<file path="src/rtl/frame_sequencer.sv">
`default_nettype none
// ============================================================================
//  Module      : frame_sequencer
//  Description : Double-buffered frame sequencer. On a frame request it
//                clears the back buffer (one zero word per cycle), starts the
//                block renderer, forwards the renderer's writes to the
//                framebuffer, then waits for vsync to swap buffers.
//                One extra request may be queued while busy; any further
//                request is discarded and reported.
//  Ports       : clk, rst          - clock, synchronous active-high reset
//                frame_req         - one-cycle request to render a frame
//                vsync             - one-cycle vertical-blank pulse
//                blocks_start      - one-cycle start pulse to the renderer
//                blocks_done       - one-cycle completion from the renderer
//                blocks_we/addr/data - renderer write port (used in DRAW)
//                fb_we/addr/data   - framebuffer write port
//                fb_sel            - back-buffer select (display uses ~fb_sel)
//                busy              - high while not idle
//                frame_done        - one-cycle pulse on buffer swap
//                req_dropped       - one-cycle pulse when a request is lost
//  Revision    : 1.0 - initial release
// ============================================================================
module frame_sequencer #(
    parameter int DRAW_WIDTH  = 640,
    parameter int DRAW_HEIGHT = 480,
    parameter int DRAW_SIZE   = DRAW_WIDTH * DRAW_HEIGHT,
    parameter int DRAW_ADDRW  = $clog2(DRAW_SIZE),
    parameter int DRAW_DATAW  = 1
) (
    input  logic                  clk,
    input  logic                  rst,
    input  logic                  frame_req,
    input  logic                  vsync,
    output logic                  blocks_start,
    input  logic                  blocks_done,
    input  logic [DRAW_ADDRW-1:0] blocks_addr,
    input  logic [DRAW_DATAW-1:0] blocks_data,
    input  logic                  blocks_we,
    output logic [DRAW_ADDRW-1:0] fb_addr,
    output logic [DRAW_DATAW-1:0] fb_data,
    output logic                  fb_we,
    output logic                  fb_sel,
    output logic                  busy,
    output logic                  frame_done,
    output logic                  req_dropped
);

    localparam logic [1:0] c_st_idle  = 2'd0;
    localparam logic [1:0] c_st_clear = 2'd1;
    localparam logic [1:0] c_st_draw  = 2'd2;
    localparam logic [1:0] c_st_wait  = 2'd3;

    // Terminal compare is against the real depth, so non-power-of-two
    // buffers stop exactly at their last word.
    localparam logic [DRAW_ADDRW-1:0] c_last_addr = DRAW_ADDRW'(DRAW_SIZE - 1);

    // The buffer cannot hold more words than the drawable area.
    if (DRAW_SIZE < 2 || DRAW_SIZE > DRAW_WIDTH * DRAW_HEIGHT) begin : g_bad_size
        $error("frame_sequencer: DRAW_SIZE out of range");
    end

    logic [1:0]            r_state;
    logic                  r_pending;
    logic [DRAW_ADDRW-1:0] r_clr_cnt;

    logic       w_clear_last;
    logic       w_wait_exit;
    logic       w_start_clear;
    logic [1:0] w_state_nxt;

    assign w_clear_last = (r_state == c_st_clear) && (r_clr_cnt == c_last_addr);
    assign w_wait_exit  = (r_state == c_st_wait) && vsync;
    // A request arriving on the swap cycle counts as if it were already
    // pending, so it starts the next frame directly.
    assign w_start_clear = ((r_state == c_st_idle) && frame_req) ||
                           (w_wait_exit && (r_pending || frame_req));

    always_comb begin
        w_state_nxt = r_state;
        case (r_state)
            c_st_idle:  if (frame_req)    w_state_nxt = c_st_clear;
            c_st_clear: if (w_clear_last) w_state_nxt = c_st_draw;
            c_st_draw:  if (blocks_done)  w_state_nxt = c_st_wait;
            c_st_wait:  if (vsync)        w_state_nxt = w_start_clear ? c_st_clear : c_st_idle;
            default:                      w_state_nxt = c_st_idle;
        endcase
    end

    always_ff @(posedge clk) begin
        if (rst) begin
            r_state      <= c_st_idle;
            r_pending    <= 1'b0;
            r_clr_cnt    <= '0;
            fb_sel       <= 1'b0;
            fb_we        <= 1'b0;
            fb_addr      <= '0;
            fb_data      <= '0;
            blocks_start <= 1'b0;
            busy         <= 1'b0;
            frame_done   <= 1'b0;
            req_dropped  <= 1'b0;
        end else begin
            r_state      <= w_state_nxt;
            busy         <= (w_state_nxt != c_st_idle);
            blocks_start <= 1'b0;
            frame_done   <= 1'b0;
            req_dropped  <= 1'b0;

            // Single-entry request queue. On the swap cycle the old entry is
            // consumed and a simultaneous request takes its place.
            if (w_wait_exit) begin
                r_pending <= r_pending & frame_req;
            end else if (frame_req && (r_state != c_st_idle)) begin
                if (r_pending) begin
                    req_dropped <= 1'b1;
                end else begin
                    r_pending <= 1'b1;
                end
            end

            case (r_state)
                c_st_clear: begin
                    if (w_clear_last) begin
                        fb_we        <= 1'b0;
                        blocks_start <= 1'b1;
                    end else begin
                        fb_we     <= 1'b1;
                        fb_addr   <= r_clr_cnt + 1'b1;
                        fb_data   <= '0;
                        r_clr_cnt <= r_clr_cnt + 1'b1;
                    end
                end
                c_st_draw: begin
                    // Renderer writes pass through unchanged, including one
                    // that coincides with blocks_done.
                    fb_we   <= blocks_we;
                    fb_addr <= blocks_addr;
                    fb_data <= blocks_data;
                end
                c_st_wait: begin
                    fb_we <= 1'b0;
                    if (vsync) begin
                        fb_sel     <= ~fb_sel;
                        frame_done <= 1'b1;
                    end
                end
                default: begin
                    fb_we <= 1'b0;
                end
            endcase

            // Entering CLEAR writes address 0 on the very next cycle.
            if (w_start_clear) begin
                fb_we     <= 1'b1;
                fb_addr   <= '0;
                fb_data   <= '0;
                r_clr_cnt <= '0;
            end
        end
    end

endmodule
`default_nettype wire

</file>
<file path="config.mk">
export PLATFORM = sky130hd
export DESIGN_NAME = frame_sequencer
export DESIGN_NICKNAME = d
export VERILOG_FILES = /design/src/rtl/frame_sequencer.sv
export SDC_FILE = /design/constraint.sdc
export NUM_CORES = 1
export LEC_CHECK = 0
export CAP_MARGIN = 20
export CORE_MARGIN = 2
export CORE_UTILIZATION = 40
export DETAILED_ROUTE_END_ITERATION = 16
export HOLD_SLACK_MARGIN = 0.1
export PLACE_DENSITY = 0.7
export SETUP_SLACK_MARGIN = 0.4
export SYNTH_ARGS = -nofsm -noshare
export SYNTH_HDL_FRONTEND = slang
export SYNTH_SLANG_ARGS = --single-unit
</file>
<file path="constraint.sdc">
create_clock -name clk -period 4.6 [get_ports clk]
set_clock_uncertainty 0.1 [all_clocks]
set_input_delay 0.69 -clock clk [delete_from_list [all_inputs] [get_ports clk]]
set_output_delay 0.69 -clock clk [all_outputs]
set_load 0.02 [all_outputs]
</file>
==> qor.txt, run 1 <==
Routed Antenna Nets: 0
Worst-Margin Slew: 0.905 ns
Pre-CTS setup slack: 1.38 ns
Filler cells: 604
Worst ir drop on vdd: 288 uV
Global route overflow: 0
Leak: 1.08 nW
TNS Setup: 0 ns
Num ports: 52
Post-Layout Cell Count: 420
Clk Latency, worst-skew pair: 0.31 ns
Number of instances in the placed design: 413
Total power: 1.28 mW
Final HPWL DP: 4.94 mm
Global-route wire length before repair: 11.2 mm
Full die area: 0.00719 mm2
Hold path start: fb_addr[3]
Kind of critical path: flip-flop to flip-flop
Clock sinks: 48
Pins over their slew limit: 0
Number of flops mapped to enable cells by yosys: 0
Synth unique cells: 56
Hold Buf Count CTS: 0
CP Launch Type: flip-flop
GP Congestion: 0.841
Setup slack, reg-to-reg: 1.34 ns
Diodes inserted: 0
I/O Buffers: 51
Post-Route WL: 6.73 mm
Final Setup Violations: 0
Yosys synthesis warning count: 0
Clock-pin slew on the worst setup and hold paths: 0.10 ns
Syn Nets: 336
Std cell rows: 29
RSZ-0062 raised after global routing: false
Synthesized flop and latch total: 48
DR WL/cell: 16.0 um
Final critical-path share of the clock period: 70.9%
Setup crit start: r_state[0]
Bufs on Longest Clock Path: 2
Initial antenna violation count: 0
Worst Slack Setup Final: 1.34 ns
DR vias: 2342
Fin. Hold Viols: 0
Primary FF master, synth: dfxtp_1
Syn avg cell area: 8.59 um2
CP Max Fanout: 29
Fmax: 0.307 GHz
Vias in the first global route: 2273
CTS root buf: clkbuf_8
Largest net degree at the start of global routing: 30
Post-CTS setup buffer count: 0
Die height: 84.8 um
Max-slew headroom: 39.7%
Core Region: 0.00631 mm2
Crit path DAT: 3.36 ns
Fin area: 0.00321 mm2
Multi-input logic area: 0.00154 mm2
Die width: 84.8 um
Seq/Total Area, Yosys: 36.8%
CTS tree: yes
Fraction of registers with async set/reset: 0%
Total global-route track usage: 19.2%
Cell area after synthesis: 0.00261 mm2
Layout cell share with drive strength beyond 1: 6.12%
Initial Util: 41.4%
Reg area: 961 um2
Max-Cap Viols: 0
Core Util, Final: 50.9%
Critical Path RT: 4.70 ns
DRT Pass-1 Iters: 4
H-tree depth: 2
DR vias/cell: 5.58
R2R Path Start: r_state[0]
Cells after synthesis: 304
Power per cell area: 397 mW/mm2
Largest regs: fb_addr (19), r_clr_cnt (19), r_state (2)
Area growth syn-to-layout: 23.1%
Hold slack: 0.362 ns
CTS-repair resized insts: 0
Status: finished, final reports clean
Crit end category: flip-flop
CTS buffer count: 5
DR iter-0 viols: 122
Placed instance area: 0.00313 mm2
HP Class: flip-flop to flip-flop
Layout Nets: 375
Post-route minimum period: 3.26 ns
Drt drc: 0
where the power goes:
group,switching [mW],internal (mW)
clock,0.140,0.103
combinational,0.329,0.205
sequential,0.0341,0.466
total,0.504,0.774
metal layers:
metal | global-route usage (%) | routed length (um)
met2 | 31.4 | 3250
met5 | 0 | 0
met3 | 5.21 | 384
met4 | 3.17 | 54
met1 | 25.9 | 3040
cell type report:
| class | count | area share, % |
|---|---|---|
| multi-input combinational | 231 | 47.9 |
| sequential | 48 | 29.9 |
| timing repair buffer | 52 | 16.1 |
| tap | 77 | 3.00 |
| clock buffer | 5 | 2.14 |
| inverter | 5 | 0.584 |
| clock inverter | 2 | 0.389 |
placed cells by master, fill, tap and decap left out, types with 2 or more instances in the layout:
cell	n
and2_1	2
nor4_2	2
a311oi_1	3
xnor2_1	12
o2bb2ai_1	3
o21a_1	2
nand4_4	2
nand2_1	23
or3_1	2
nor2_1	37
or4_1	2
nor3b_1	2
nand2b_1	2
a21oi_1	14
nand4_1	6
nor3_1	9
o41ai_1	2
and4_1	2
ha_1	6
xor2_1	15
nand3_1	14
dfxtp_1	48
o211ai_1	12
nor2b_1	3
and3_1	6
a211oi_1	2
nor3_2	2
o21ai_0	17
clkbuf_8	5
inv_1	4
a211o_1	4
a22o_1	3
clkdlybuf4s50_1	51
cells by family (layout without fill, tap and decap cells):
family,after synthesis,count (layout),synth area share [%]
simple gates,122,122,25.6
mux,1,1,0.383
buf+inv,25,64,4.26
fa+ha+maj,6,6,2.87
flops,48,48,36.8
compound gates,75,75,21.0
xor+xnor,27,27,9.06
final timing paths:
kind,endpoint,depth (start not counted)
max,fb_addr[7],6
min reg2reg,fb_addr[3],2
min,fb_addr[3],2
max reg2reg,fb_addr[7],6
worst max-delay path, stage by stage, from the launching register on:
cell and delay (ns):
dfxtp_1 0.36, inv_1 0.14, ha_1 0.77, clkinv_1 0.77, nor2_1 0.57, nor3_2 0.15, a22o_1 0.28
Yosys cell counts (all sizes together), types with 2 or more instances:
library cell	number	area share, %
dfxtp	48	37
nor2	38	5.6
nand2	23	3.3
o21ai	18	3.4
nand3	15	3.1
xor2	15	5.0
a21oi	14	2.7
o211ai	12	3.5
xnor2	12	4.0
buf	11	2.3
nor3	11	2.5
clkbuf	9	1.3
nand4	8	3.1
and3	6	1.4
ha	6	2.9
a211o	4	1.3
a311oi	4	2.0
inv	4	0.57
a22o	3	1.0
nor2b	3	0.72
nor4	3	1.8
o2bb2ai	3	1.0
or3	3	0.91
a211oi	2	0.57
and2	2	0.48
and4	2	0.67
nand2b	2	0.48
nor3b	2	0.57
o21a	2	0.57
o31ai	2	1.1
o41ai	2	0.67
or4	2	0.57
Power figures use the tool's default switching activity.
==> inputs of run 2 (changes only) <==
- PLACE_DENSITY: 0.7 -> 0.72
- clock period: 4.6 -> 2.8 ns (I/O delays scaled with it)
==> qor.txt, run 2 (synthesis results as in run 1) <==
CTS buffer count: 5
Slowest cell on crit path: or3_4
Routed Antenna Nets: 0
Bufs on Longest Clock Path: 2
GP Congestion: 0.869
Largest net degree at the start of global routing: 29
Worst ir drop on vdd: 459 uV
Global-route wire length before repair: 11.1 mm
Final Setup Violations: 0
DR WL/cell: 15.4 um
CP Buf/Inv Count: 0
Post-route minimum period: 2.28 ns
Top Layer Used: met4
Post-Route WL: 6.64 mm
Die height: 84.8 um
Crit path DAT: 2.42 ns
Diodes inserted: 0
Setup slack, reg-to-reg: 0.52 ns
Num ports: 52
Logic gate share of total power: 43.6%
CTS tree: yes
Crit end category: flip-flop
Pre-CTS setup slack: 0.319 ns
Flop pwr share: 37.3%
Area growth syn-to-layout: 26.7%
CP Launch Type: flip-flop
Drt drc: 0
Die width: 84.8 um
Initial Util: 41.4%
Delay of the slowest critical-path stage: 0.50 ns
Critical path endpoint: busy
Top Family by Delay on Critical Path: simple AND/OR/NAND/NOR gates
Max-slew headroom: 63.7%
Wl on met1: 3.01 mm
Setup crit start: r_clr_cnt[0]
Psw: 0.873 mW
Hold slack: 0.356 ns
I/O Buffers: 51
R2r endpoint: busy
Int Pwr: 1.34 mW
Full die area: 0.00719 mm2
DR vias: 2388
Global route overflow: 0
Largest regs: fb_addr (19), r_clr_cnt (19), r_state (2)
Fin. Hold Viols: 0
Switch share: 39.4%
Final HPWL DP: 5.00 mm
Worst Slack Setup Final: 0.521 ns
Fin area: 0.00331 mm2
Worst-Margin Slew: 0.543 ns
Vias in the first global route: 2246
Routed wl met2: 3.26 mm
Critical Path RT: 2.94 ns
Filler cells: 613
Max-Cap Viols: 0
Layout cell share with drive strength beyond 1: 9.35%
CTS root buf: clkbuf_8
Core Region: 0.00631 mm2
Leak: 1.13 nW
Clk pwr share: 19.0%
Number of instances in the placed design: 421
RSZ-0062 raised after global routing: false
Layout Nets: 384
Initial antenna violation count: 0
CP Max Fanout: 16
DR vias/cell: 5.55
Final critical-path share of the clock period: 81.4%
H-tree depth: 2
Cell count along the critical path: 6
Total global-route track usage: 18.9%
Routed wl met3: 313 um
TNS Setup: 0 ns
Multi-input logic area: 0.00155 mm2
DR iter-0 viols: 126
HP Class: flip-flop to flip-flop
Kind of critical path: flip-flop to flip-flop
Commonest non-fill, non-tap cell in the layout: clkdlybuf4s50_1
R2r worst-path depth: 6
Power per cell area: 669 mW/mm2
Status: finished, final reports clean
Clock sinks: 48
Clk Latency, worst-skew pair: 0.31 ns
Commonest cells after routing, fill and taps aside: clkdlybuf4s50_1 (51), dfxtp_1 (48), nor2_1 (37)
Placed instance area: 0.00319 mm2
Pins over their slew limit: 0
Clock-pin slew on the worst setup and hold paths: 0.09 ns
Std cell rows: 29
Worst path cell trace: ha_1 -> and3_2 -> nand4_4 -> or3_4 -> a311oi_4 -> o21bai_1
DRT Pass-1 Iters: 4
Fmax: 0.439 GHz
Post-Layout Cell Count: 430
R2R Path Start: r_clr_cnt[0]
Reg area: 961 um2
## run 2: through the flow
step                utilization [%]  total power [mW]
CTS                            52.3              2.22
floorplan                         -              1.45
detailed placement             50.6              1.78
finish                         52.4              2.21
global placement               50.6              1.76
global route                   52.4              2.36
## run 2: layer usage
metal | vias up | track usage, %
met2 | 64 | 31.8
met4 | 0 | 4.18
met1 | 1124 | 25.0
li1 | 1195 | -
met3 | 5 | 3.83
met5 | - | 0
## run 2: worst min-delay path by stage
stage,start,end,slack (ns),cells past startpoint
after floorplan,r_pending,r_pending,0.36,2
after global placement,fb_addr[2],fb_addr[2],0.35,2
after detailed placement,fb_addr[2],fb_addr[2],0.35,2
after CTS,fb_addr[3],fb_addr[3],0.36,2
after global routing,fb_addr[3],fb_addr[3],0.37,2
final,fb_addr[4],fb_addr[4],0.36,2
## run 2: power groups by stage
stage	logic [mW]	registers (mW)	clock network, mW
3_5_place_dp	0.935	0.841	0
4_1_cts	0.962	0.825	0.435
2_1_floorplan	0.550	0.896	0
6_report	0.967	0.826	0.422
5_1_grt	1.06	0.835	0.467
3_3_place_gp	0.923	0.839	0
## run 2: worst register-to-register path, stage by stage (launching register included)
cell      delay (ns)
dfxtp_1         0.42
ha_1            0.26
and3_2          0.30
nand4_4         0.27
or3_4           0.50
a311oi_4        0.23
o21bai_1        0.14
## run 2: final cells by class
type                    instances  area share [%]
well taps                      77            2.91
multi-input cells             231            47.0
clock buffers                   5            2.08
clock inverters                 3           0.719
flip-flops and latches         48            29.0
repair buffers                 61            17.7
inverters                       5           0.567
## run 2: what timing repair did
item / 4_1_cts / 5_1_grt
pin swaps: 1 / 1
buffers inserted: 1 / 0
gates resized for setup: 2 / 3
hold buffers: 0 / 0
endpoints found under the setup margin: 13 / 12
